==> src/rtl/q_proj_window_mac.sv <==
// Sliding KERNEL-tap signed MAC over padded rows popped from the Q-projection byte FIFO.
// Results leave through a 2-entry buffer on a valid/ready stream; done pulses once per job.
module q_proj_window_mac #(
  parameter int DATA_WIDTH = 8,
  parameter int KERNEL     = 3,
  parameter int ROW_LEN    = 7,
  parameter int NUM_ROWS   = 4,
  parameter int ACC_WIDTH  = 20
) (
  input  logic                         clk,
  input  logic                         rst,
  input  logic                         start,
  input  logic [KERNEL*DATA_WIDTH-1:0] weights,
  input  logic                         fifo_empty,
  output logic                         fifo_read_en,
  input  logic [DATA_WIDTH-1:0]        fifo_read_data,
  output logic                         out_valid,
  input  logic                         out_ready,
  output logic [ACC_WIDTH-1:0]         out_data,
  output logic                         out_last,
  output logic                         busy,
  output logic                         done
);

  localparam int TOTAL = ROW_LEN * NUM_ROWS;
  localparam int PW    = $clog2(TOTAL + 1);
  localparam int BW    = $clog2(ROW_LEN);
  localparam int RW    = $clog2(NUM_ROWS + 1);
  localparam int PRODW = 2 * DATA_WIDTH;
  localparam logic [PW-1:0] TOTAL_C   = PW'(TOTAL);
  localparam logic [BW-1:0] LAST_BYTE = BW'(ROW_LEN - 1);
  localparam logic [BW-1:0] FIRST_OUT = BW'(KERNEL - 1);

  typedef enum logic [1:0] {S_IDLE, S_RUN, S_FLUSH, S_DONE} state_t;
  typedef logic [KERNEL-1:0][DATA_WIDTH-1:0] vec_t;

  state_t               state_q, state_d;
  vec_t                 w_q, w_d, win_q, win_d, win_next;
  logic [PW-1:0]        pops_q, pops_d;
  logic [BW-1:0]        byte_cnt_q, byte_cnt_d;
  logic [RW-1:0]        row_cnt_q, row_cnt_d;
  logic                 rd_pend_q;
  logic [ACC_WIDTH-1:0] buf_data_q [2];
  logic [1:0]           buf_last_q;
  logic                 wr_ptr_q, rd_ptr_q;
  logic [1:0]           occ_q;

  logic                        push, row_end, out_pop, room;
  logic signed [ACC_WIDTH-1:0] mac_res;

  // Signed DWxDW products, each sign-extended to ACC_WIDTH before summing; wraps, never saturates.
  function automatic logic signed [ACC_WIDTH-1:0] mac_f(input vec_t x, input vec_t w);
    logic signed [ACC_WIDTH-1:0] acc;
    logic signed [PRODW-1:0]     prod;
    acc = '0;
    for (int k = 0; k < KERNEL; k++) begin
      prod = $signed(x[k]) * $signed(w[k]);
      acc  = acc + {{(ACC_WIDTH-PRODW){prod[PRODW-1]}}, prod};
    end
    return acc;
  endfunction

  always_comb begin
    for (int k = 0; k < KERNEL - 1; k++) win_next[k] = win_q[k+1];
    win_next[KERNEL-1] = fifo_read_data;
  end

  assign mac_res   = mac_f(win_next, w_q);
  assign push      = rd_pend_q && (byte_cnt_q >= FIRST_OUT);
  assign row_end   = rd_pend_q && (byte_cnt_q == LAST_BYTE);
  assign out_valid = (occ_q != 2'd0);
  assign out_pop   = out_valid && out_ready;
  assign out_data  = buf_data_q[rd_ptr_q];
  assign out_last  = buf_last_q[rd_ptr_q];
  assign busy      = (state_q == S_RUN) || (state_q == S_FLUSH);
  assign done      = (state_q == S_DONE);

  // A pop is allowed only if the result it may produce still fits next to the ones held or in flight.
  assign room = ({1'b0, occ_q} + {2'b00, rd_pend_q}) < (3'd2 + {2'b00, out_pop});
  assign fifo_read_en = (state_q == S_RUN) && !fifo_empty && (pops_q < TOTAL_C) && room;

  always_comb begin
    state_d    = state_q;
    w_d        = w_q;
    win_d      = win_q;
    pops_d     = pops_q;
    byte_cnt_d = byte_cnt_q;
    row_cnt_d  = row_cnt_q;
    case (state_q)
      S_IDLE: begin
        if (start) begin
          state_d    = S_RUN;
          w_d        = weights;
          win_d      = '0;
          pops_d     = '0;
          byte_cnt_d = '0;
          row_cnt_d  = '0;
        end
      end
      S_RUN:   if (pops_q == TOTAL_C) state_d = S_FLUSH;
      S_FLUSH: if (!rd_pend_q && (occ_q == 2'd0)) state_d = S_DONE;
      S_DONE:  state_d = S_IDLE;
      default: state_d = S_IDLE;
    endcase
    if (fifo_read_en) pops_d = pops_q + PW'(1);
    if (rd_pend_q) begin
      if (row_end) begin
        win_d      = '0;
        byte_cnt_d = '0;
        row_cnt_d  = row_cnt_q + RW'(1);
      end else begin
        win_d      = win_next;
        byte_cnt_d = byte_cnt_q + BW'(1);
      end
    end
  end

  always_ff @(posedge clk or posedge rst) begin
    if (rst) begin
      state_q    <= S_IDLE;
      w_q        <= '0;
      win_q      <= '0;
      pops_q     <= '0;
      byte_cnt_q <= '0;
      row_cnt_q  <= '0;
      rd_pend_q  <= 1'b0;
    end else begin
      state_q    <= state_d;
      w_q        <= w_d;
      win_q      <= win_d;
      pops_q     <= pops_d;
      byte_cnt_q <= byte_cnt_d;
      row_cnt_q  <= row_cnt_d;
      rd_pend_q  <= fifo_read_en;
    end
  end

  // Out buffer: push on a completed window, pop on handshake, both allowed in one cycle.
  always_ff @(posedge clk or posedge rst) begin
    if (rst) begin
      buf_data_q[0] <= '0;
      buf_data_q[1] <= '0;
      buf_last_q    <= '0;
      wr_ptr_q      <= 1'b0;
      rd_ptr_q      <= 1'b0;
      occ_q         <= 2'd0;
    end else begin
      if (push) begin
        buf_data_q[wr_ptr_q] <= mac_res;
        buf_last_q[wr_ptr_q] <= row_end;
        wr_ptr_q             <= ~wr_ptr_q;
      end
      if (out_pop) rd_ptr_q <= ~rd_ptr_q;
      case ({push, out_pop})
        2'b10:   occ_q <= occ_q + 2'd1;
        2'b01:   occ_q <= occ_q - 2'd1;
        default: occ_q <= occ_q;
      endcase
    end
  end

endmodule

==> config.mk <==
export PLATFORM = sky130hd
export DESIGN_NAME = q_proj_window_mac
export DESIGN_NICKNAME = d
export VERILOG_FILES = /design/src/rtl/q_proj_window_mac.sv
export SDC_FILE = /design/constraint.sdc
export NUM_CORES = 1
export LEC_CHECK = 0
export ABC_AREA = 1
export CAP_MARGIN = 30
export CORE_MARGIN = 3
export CORE_UTILIZATION = 55
export DETAILED_ROUTE_END_ITERATION = 10
export HOLD_SLACK_MARGIN = 0.05
export PLACE_DENSITY = 0.83
export SLEW_MARGIN = 10
export SYNTH_ARGS = -nofsm -noshare
export SYNTH_HDL_FRONTEND = slang
export SYNTH_SLANG_ARGS = --single-unit
export TNS_END_PERCENT = 1
==> constraint.sdc <==
create_clock -name clk -period 17.2 [get_ports clk]
set_input_delay 3.44 -clock clk [delete_from_list [all_inputs] [get_ports clk]]
set_output_delay 3.44 -clock clk [all_outputs]
set_load 0.01 [all_outputs]
==> out/results.txt, run 1 <==
status: complete, no violations
Initial Utilization: 0.571
min Tclk post-route: 9.31 ns
CP Max Fanout: 9
Startpoint Class: input pin
Ant. Diodes: 0
global-route wire length before repair: 50200 µm
met3 routed WL: 2160 µm
Clock Skews: 0.00947 ns
CTS Sinks: 93
Syn Inst Count: 1525
Critical Path RT: 17.44 ns
detailed-route DRC error count: 0
via count: 9552
fill cell count: 1854
setup TNS: 0 ns
Seq/Total Area, Yosys: 0.183
share of layout cells above drive strength 1: 0.0293
Worst setup EP type: flip-flop
Avg Cell Area, Syn: 8.32 µm²
Num CTS Buffers: 9
number of global-route vias before repair: 10200
metal2 WL: 14500 µm
Tcrit/Tclk final: 0.541
hpwl dp: 24200 µm
gr ovfl total: 0
Hold Vio Cnt, Final: 0
Max Fclk: 0.107 GHz
Post CTS Setup Buffer Count: 0
Yosys top cell by area: fa_1
Boundary Pins: 62
max cap viols: 0
CTS tree: built
Post-synth ARST share: 1.00
Total GRT Usage: 0.260
most frequent cells in the layout: inv_1 (427), nand2_1 (416), fa_1 (234)
chip width: 158 µm
initial antenna violation count: 0
RSZ-0062 raised after global routing: no
RD Place Congestion: 0.948
Via density: 5.25
Rel. slew slack: 0.398
wire length on met1: 11200 µm
Seq cells post-synth: 93
Post-Synthesis Cell Area: 12700 µm²
Worst Path Arrival: 9.55 ns
# rows: 54
Max H-tree Level: 3
Yosys Warn Count: 0
cell area after layout: 13700 µm²
Final Setup Violations: 0
most common cell after layout, fill and taps aside: inv_1
Worst Hold Class: flip-flop to flip-flop
ANT nets after route: 0
post_cts resized: 0
EDFF count, synth: 0
final setup margin: 7.89 ns
worst skew pair latency: 0.36 ns
synth-to-layout area growth: 8.00%
initial drt markers: 767
CORE AREA: 22200 µm²
Post-layout nets: 1888
placed cell areas: 13400 µm²
Worst Max-Slew Pin Slew: 0.903 ns
Port Buffers: 61
largest net degree at the start of global routing: 60
crit path kind: input pin to flip-flop
CTS Hold Bufs: 0
Max clock buf depth: 2
pins over their slew limit: 0
wire length per cell: 16.3 µm
share of the synthesized area in the top cell type: 0.369
total wire length: 29700 µm
Area contributors post-synth: fa_1 (37%), dfrtp_1 (18%), inv_1 (13%)
Root Driver: clkbuf_16
post-synth cell types: 38
top sig layer: met4
Die Ht: 158 µm
Worst-path clk slew: 0.07 ns
pre-CTS setup slack: 7.53 ns
net count after synthesis: 1880
Pre-Repair DR Iteration Count: 5
die area: 24900 µm²
ys flop type: dfrtp_1
cell type report:
class                   instances  area [µm²]  area share
multi-input cells             932        8440       0.616
clock buffers                   9         225      0.0164
clock inverters                 7        75.1     0.00548
inverters                     433        1630       0.119
flip-flops and latches         93        2330       0.170
repair buffers                 64         653      0.0477
well taps                     280         350      0.0256
worst paths after layout:
| check | start | endpoint | slack, ns | cells after the start |
|---|---|---|---|---|
| setup reg to reg | w_q[16] | buf_data_q[34] | 10.91 | 21 |
| hold reg to reg | buf_data_q[12] | buf_data_q[12] | 0.48 | 2 |
| min in group asynchronous | rst | w_q[0] | 3.45 | 2 |
| max in group asynchronous | rst | buf_data_q[36] | 12.61 | 3 |
| setup / recovery | fifo_read_data[7] | buf_data_q[34] | 7.89 | 22 |
| hold / removal | buf_data_q[12] | buf_data_q[12] | 0.48 | 2 |
critical path: stages:
cell	delay, ns
clkdlybuf4s50_1	0.62
nand2_1	0.24
inv_1	0.28
fa_1	0.46
inv_1	0.10
fa_1	0.43
fa_1	0.48
fa_1	0.51
inv_1	0.06
fa_1	0.49
fa_1	0.50
inv_1	0.06
fa_1	0.51
inv_1	0.05
ha_1	0.32
a21oi_1	0.30
o21ai_1	0.12
nand2_1	0.07
nand3_1	0.09
or2_1	0.25
nand3_1	0.08
o21ai_1	0.07
routing by layer:
| layer | vias up | global-route usage |
|---|---|---|
| met3 | 99 | 0.0377 |
| met5 | - | 0 |
| met2 | 415 | 0.440 |
| met4 | 0 | 0.139 |
| met1 | 4678 | 0.326 |
| li1 | 4360 | - |
flip-flops by register name, indices dropped and copies added (netlist names):
signal,count
buf_data_q,36
buf_last_q,2
pops_q,5
w_q,24
wr_ptr_q,1
rd_ptr_q,1
rd_pend_q,1
win_next,16
byte_cnt_q,3
occ_q,2
state_q,2
synth_stat cells, drive strengths merged (2+ instances only):
cell / instances
nand3b: 7
inv: 430
xnor2: 7
fa: 234
o21ai: 64
o22ai: 7
nor2: 34
clkinv: 3
or2: 2
nand2: 418
buf: 12
nand3: 41
o21a: 2
dfrtp: 93
xor2: 8
ha: 84
o211ai: 2
clkbuf: 55
a21oi: 18
cells by family after synthesis:
group,count (synthesis),synth area share
and+or+nand+nor,505,0.160
buffers and inverters,500,0.151
adders and majority gates,318,0.452
AOI/OAI and AO/OA,94,0.0429
DFF,93,0.183
xor gates and xnor gates,15,0.0104
through the flow:
step                instances  hold WS, ns   util
global placement         1801        0.465  0.602
detailed placement       1801        0.466  0.602
global route             1818        0.509  0.616
floorplan                1525        0.449      -
finish                   1818        0.483  0.616
CTS                      1817        0.485  0.615
Power of run 1 is not shown: default switching activity piles up to over one toggle a cycle in this logic, so the estimate is an artifact.
==> run 2: changes to the inputs <==
==> constraint.sdc (replaced) <==
create_clock -name clk -period 9.3 [get_ports clk]
set_input_delay 1.86 -clock clk [delete_from_list [all_inputs] [get_ports clk]]
set_output_delay 1.86 -clock clk [all_outputs]
set_load 0.01 [all_outputs]
==> out/results.txt, run 2 (synthesis gave the netlist of run 1 again) <==
status: complete, no violations
most common cell after layout, fill and taps aside: inv_1
placed cell areas: 13400 µm² (unchanged)
Die Ht: 158 µm (unchanged)
CTS tree: built
initial drt markers: 750 (-2.2%)
Num CTS Buffers: 9 (unchanged)
Max clock buf depth: 2 (unchanged)
chip width: 158 µm (unchanged)
Worst Hold Class: flip-flop to flip-flop
Initial Utilization: 0.571 (unchanged)
fill cell count: 1838 (-0.86%)
Port Buffers: 61 (unchanged)
R2R setup slack: 3.06 ns (-7.85 ns)
CTS Sinks: 93 (unchanged)
min Tclk post-route: 7.69 ns
WHS Endpoint: buf_data_q[16]
Startpoint Class: input pin
largest net degree at the start of global routing: 60 (unchanged)
setup TNS: 0 ns (unchanged)
initial antenna violation count: 0 (unchanged)
detailed-route DRC error count: 0 (unchanged)
Largest Register: buf_data_q
max cap viols: 0 (unchanged)
Rel. slew slack: 0.413 (+0.0156)
worst skew pair latency: 0.37 ns (about the same)
Worst Path Arrival: 7.95 ns (-1.60 ns)
r2r startpoint: w_q[16]
total wire length: 29700 µm (+0.26%)
Root Driver: clkbuf_16
Total GRT Usage: 0.260 (about the same)
CTS Hold Bufs: 0 (unchanged)
ANT nets after route: 0 (unchanged)
RSZ-0062 raised after global routing: no
synth-to-layout area growth: 7.90% (about the same)
crit path kind: input pin to flip-flop
# rows: 54 (unchanged)
Post-layout nets: 1888 (unchanged)
Ant. Diodes: 0 (unchanged)
gr ovfl total: 0 (unchanged)
Tcrit/Tclk final: 0.827
most frequent cells in the layout: inv_1 (427), nand2_1 (416), fa_1 (234)
via count: 9462 (-0.94%)
hpwl dp: 24300 µm (+0.61%)
CORE AREA: 22200 µm² (unchanged)
Max Fclk: 0.130 GHz
Worst setup EP type: flip-flop
Hold Vio Cnt, Final: 0 (unchanged)
Clock Skews: 0.0153 ns (+0.00579 ns)
wire length per cell: 16.4 µm (+0.26%)
RD Place Congestion: 0.948 (about the same)
global-route wire length before repair: 50200 µm (about the same)
r2r endpoint: buf_data_q[34]
hold depth: 2 (unchanged)
die area: 24900 µm² (unchanged)
Boundary Pins: 62 (unchanged)
cell area after layout: 13700 µm² (about the same)
CP Max Fanout: 9 (unchanged)
Worst Max-Slew Pin Slew: 0.880 ns (-0.0234 ns)
Hold Path Origin: buf_data_q[16]
Worst-path clk slew: 0.08 ns (about the same)
pins over their slew limit: 0 (unchanged)
Final Setup Violations: 0 (unchanged)
max reg flops: 36 (unchanged)
Post CTS Setup Buffer Count: 0 (unchanged)
Pre-Repair DR Iteration Count: 5 (unchanged)
Critical Path RT: 9.56 ns (-7.88 ns)
Via density: 5.20 (-0.94%)
number of global-route vias before repair: 10200 (-0.51%)
worst r2r path cells: 21 (unchanged)
Max H-tree Level: 3 (unchanged)
post_cts resized: 0 (unchanged)
share of layout cells above drive strength 1: 0.0293 (unchanged)
[run 2: per-layer routing]
| metal | routed length, µm | share of wire | GRT usage | vias to the layer above |
|---|---|---|---|---|
| met3 | 2160 | 0.073 | 0.0489 | 85 |
| met4 | 1460 | 0.049 | 0.111 | 0 |
| met1 | 11300 | 0.38 | 0.319 | 4645 |
| met5 | 0 | 0 | 0 | - |
| li1 | - | - | - | 4365 |
| met2 | 14800 | 0.50 | 0.453 | 367 |
[run 2: final cells by class]
type | count | area, µm² | area share
Multi-Input combinational cell | 932 | 8440 | 0.616
Inverter | 433 | 1630 | 0.119
Clock buffer | 9 | 225 | 0.0165
Clock inverter | 7 | 75.1 | 0.00548
Sequential cell | 93 | 2330 | 0.170
Timing Repair Buffer | 64 | 641 | 0.0468
Tap cell | 280 | 350 | 0.0256
[run 2: through the flow]
stage               instances  setup WS [ns]  hold WS [ns]  utilization
floorplan                1525           2.04         0.449            -
global placement         1801           1.38         0.464        0.602
detailed placement       1801           1.23         0.465        0.602
CTS                      1817           1.61         0.485        0.615
global route             1818           1.29         0.503        0.616
finish                   1818           1.61         0.483        0.616
[run 2: worst max path at each step]
stage / from / endpoint / slack (ns) / cells past startpoint
after global routing: fifo_read_data[7] / buf_data_q[18] / 1.29 / 22
after CTS: fifo_read_data[7] / buf_data_q[18] / 1.61 / 22
after detailed placement: fifo_read_data[7] / buf_data_q[18] / 1.23 / 22
final: fifo_read_data[7] / buf_data_q[18] / 1.61 / 22
after floorplan: fifo_read_data[7] / buf_data_q[38] / 2.04 / 22
after global placement: fifo_read_data[7] / buf_data_q[18] / 1.38 / 22
[run 2: critical path, stage by stage]
cell             delay, ns
clkdlybuf4s50_1       0.64
nand2_1               0.21
fa_1                  0.73
inv_1                 0.13
fa_1                  0.54
inv_1                 0.09
fa_1                  0.49
fa_1                  0.55
inv_1                 0.05
fa_1                  0.45
fa_1                  0.49
inv_1                 0.05
fa_1                  0.47
inv_1                 0.04
ha_1                  0.33
a21oi_1               0.24
o21a_1                0.15
nand2_1               0.06
nor2_2                0.12
nand3_1               0.10
nand3_1               0.10
nand2_1               0.05
Power of run 2 is left out for the same reason.
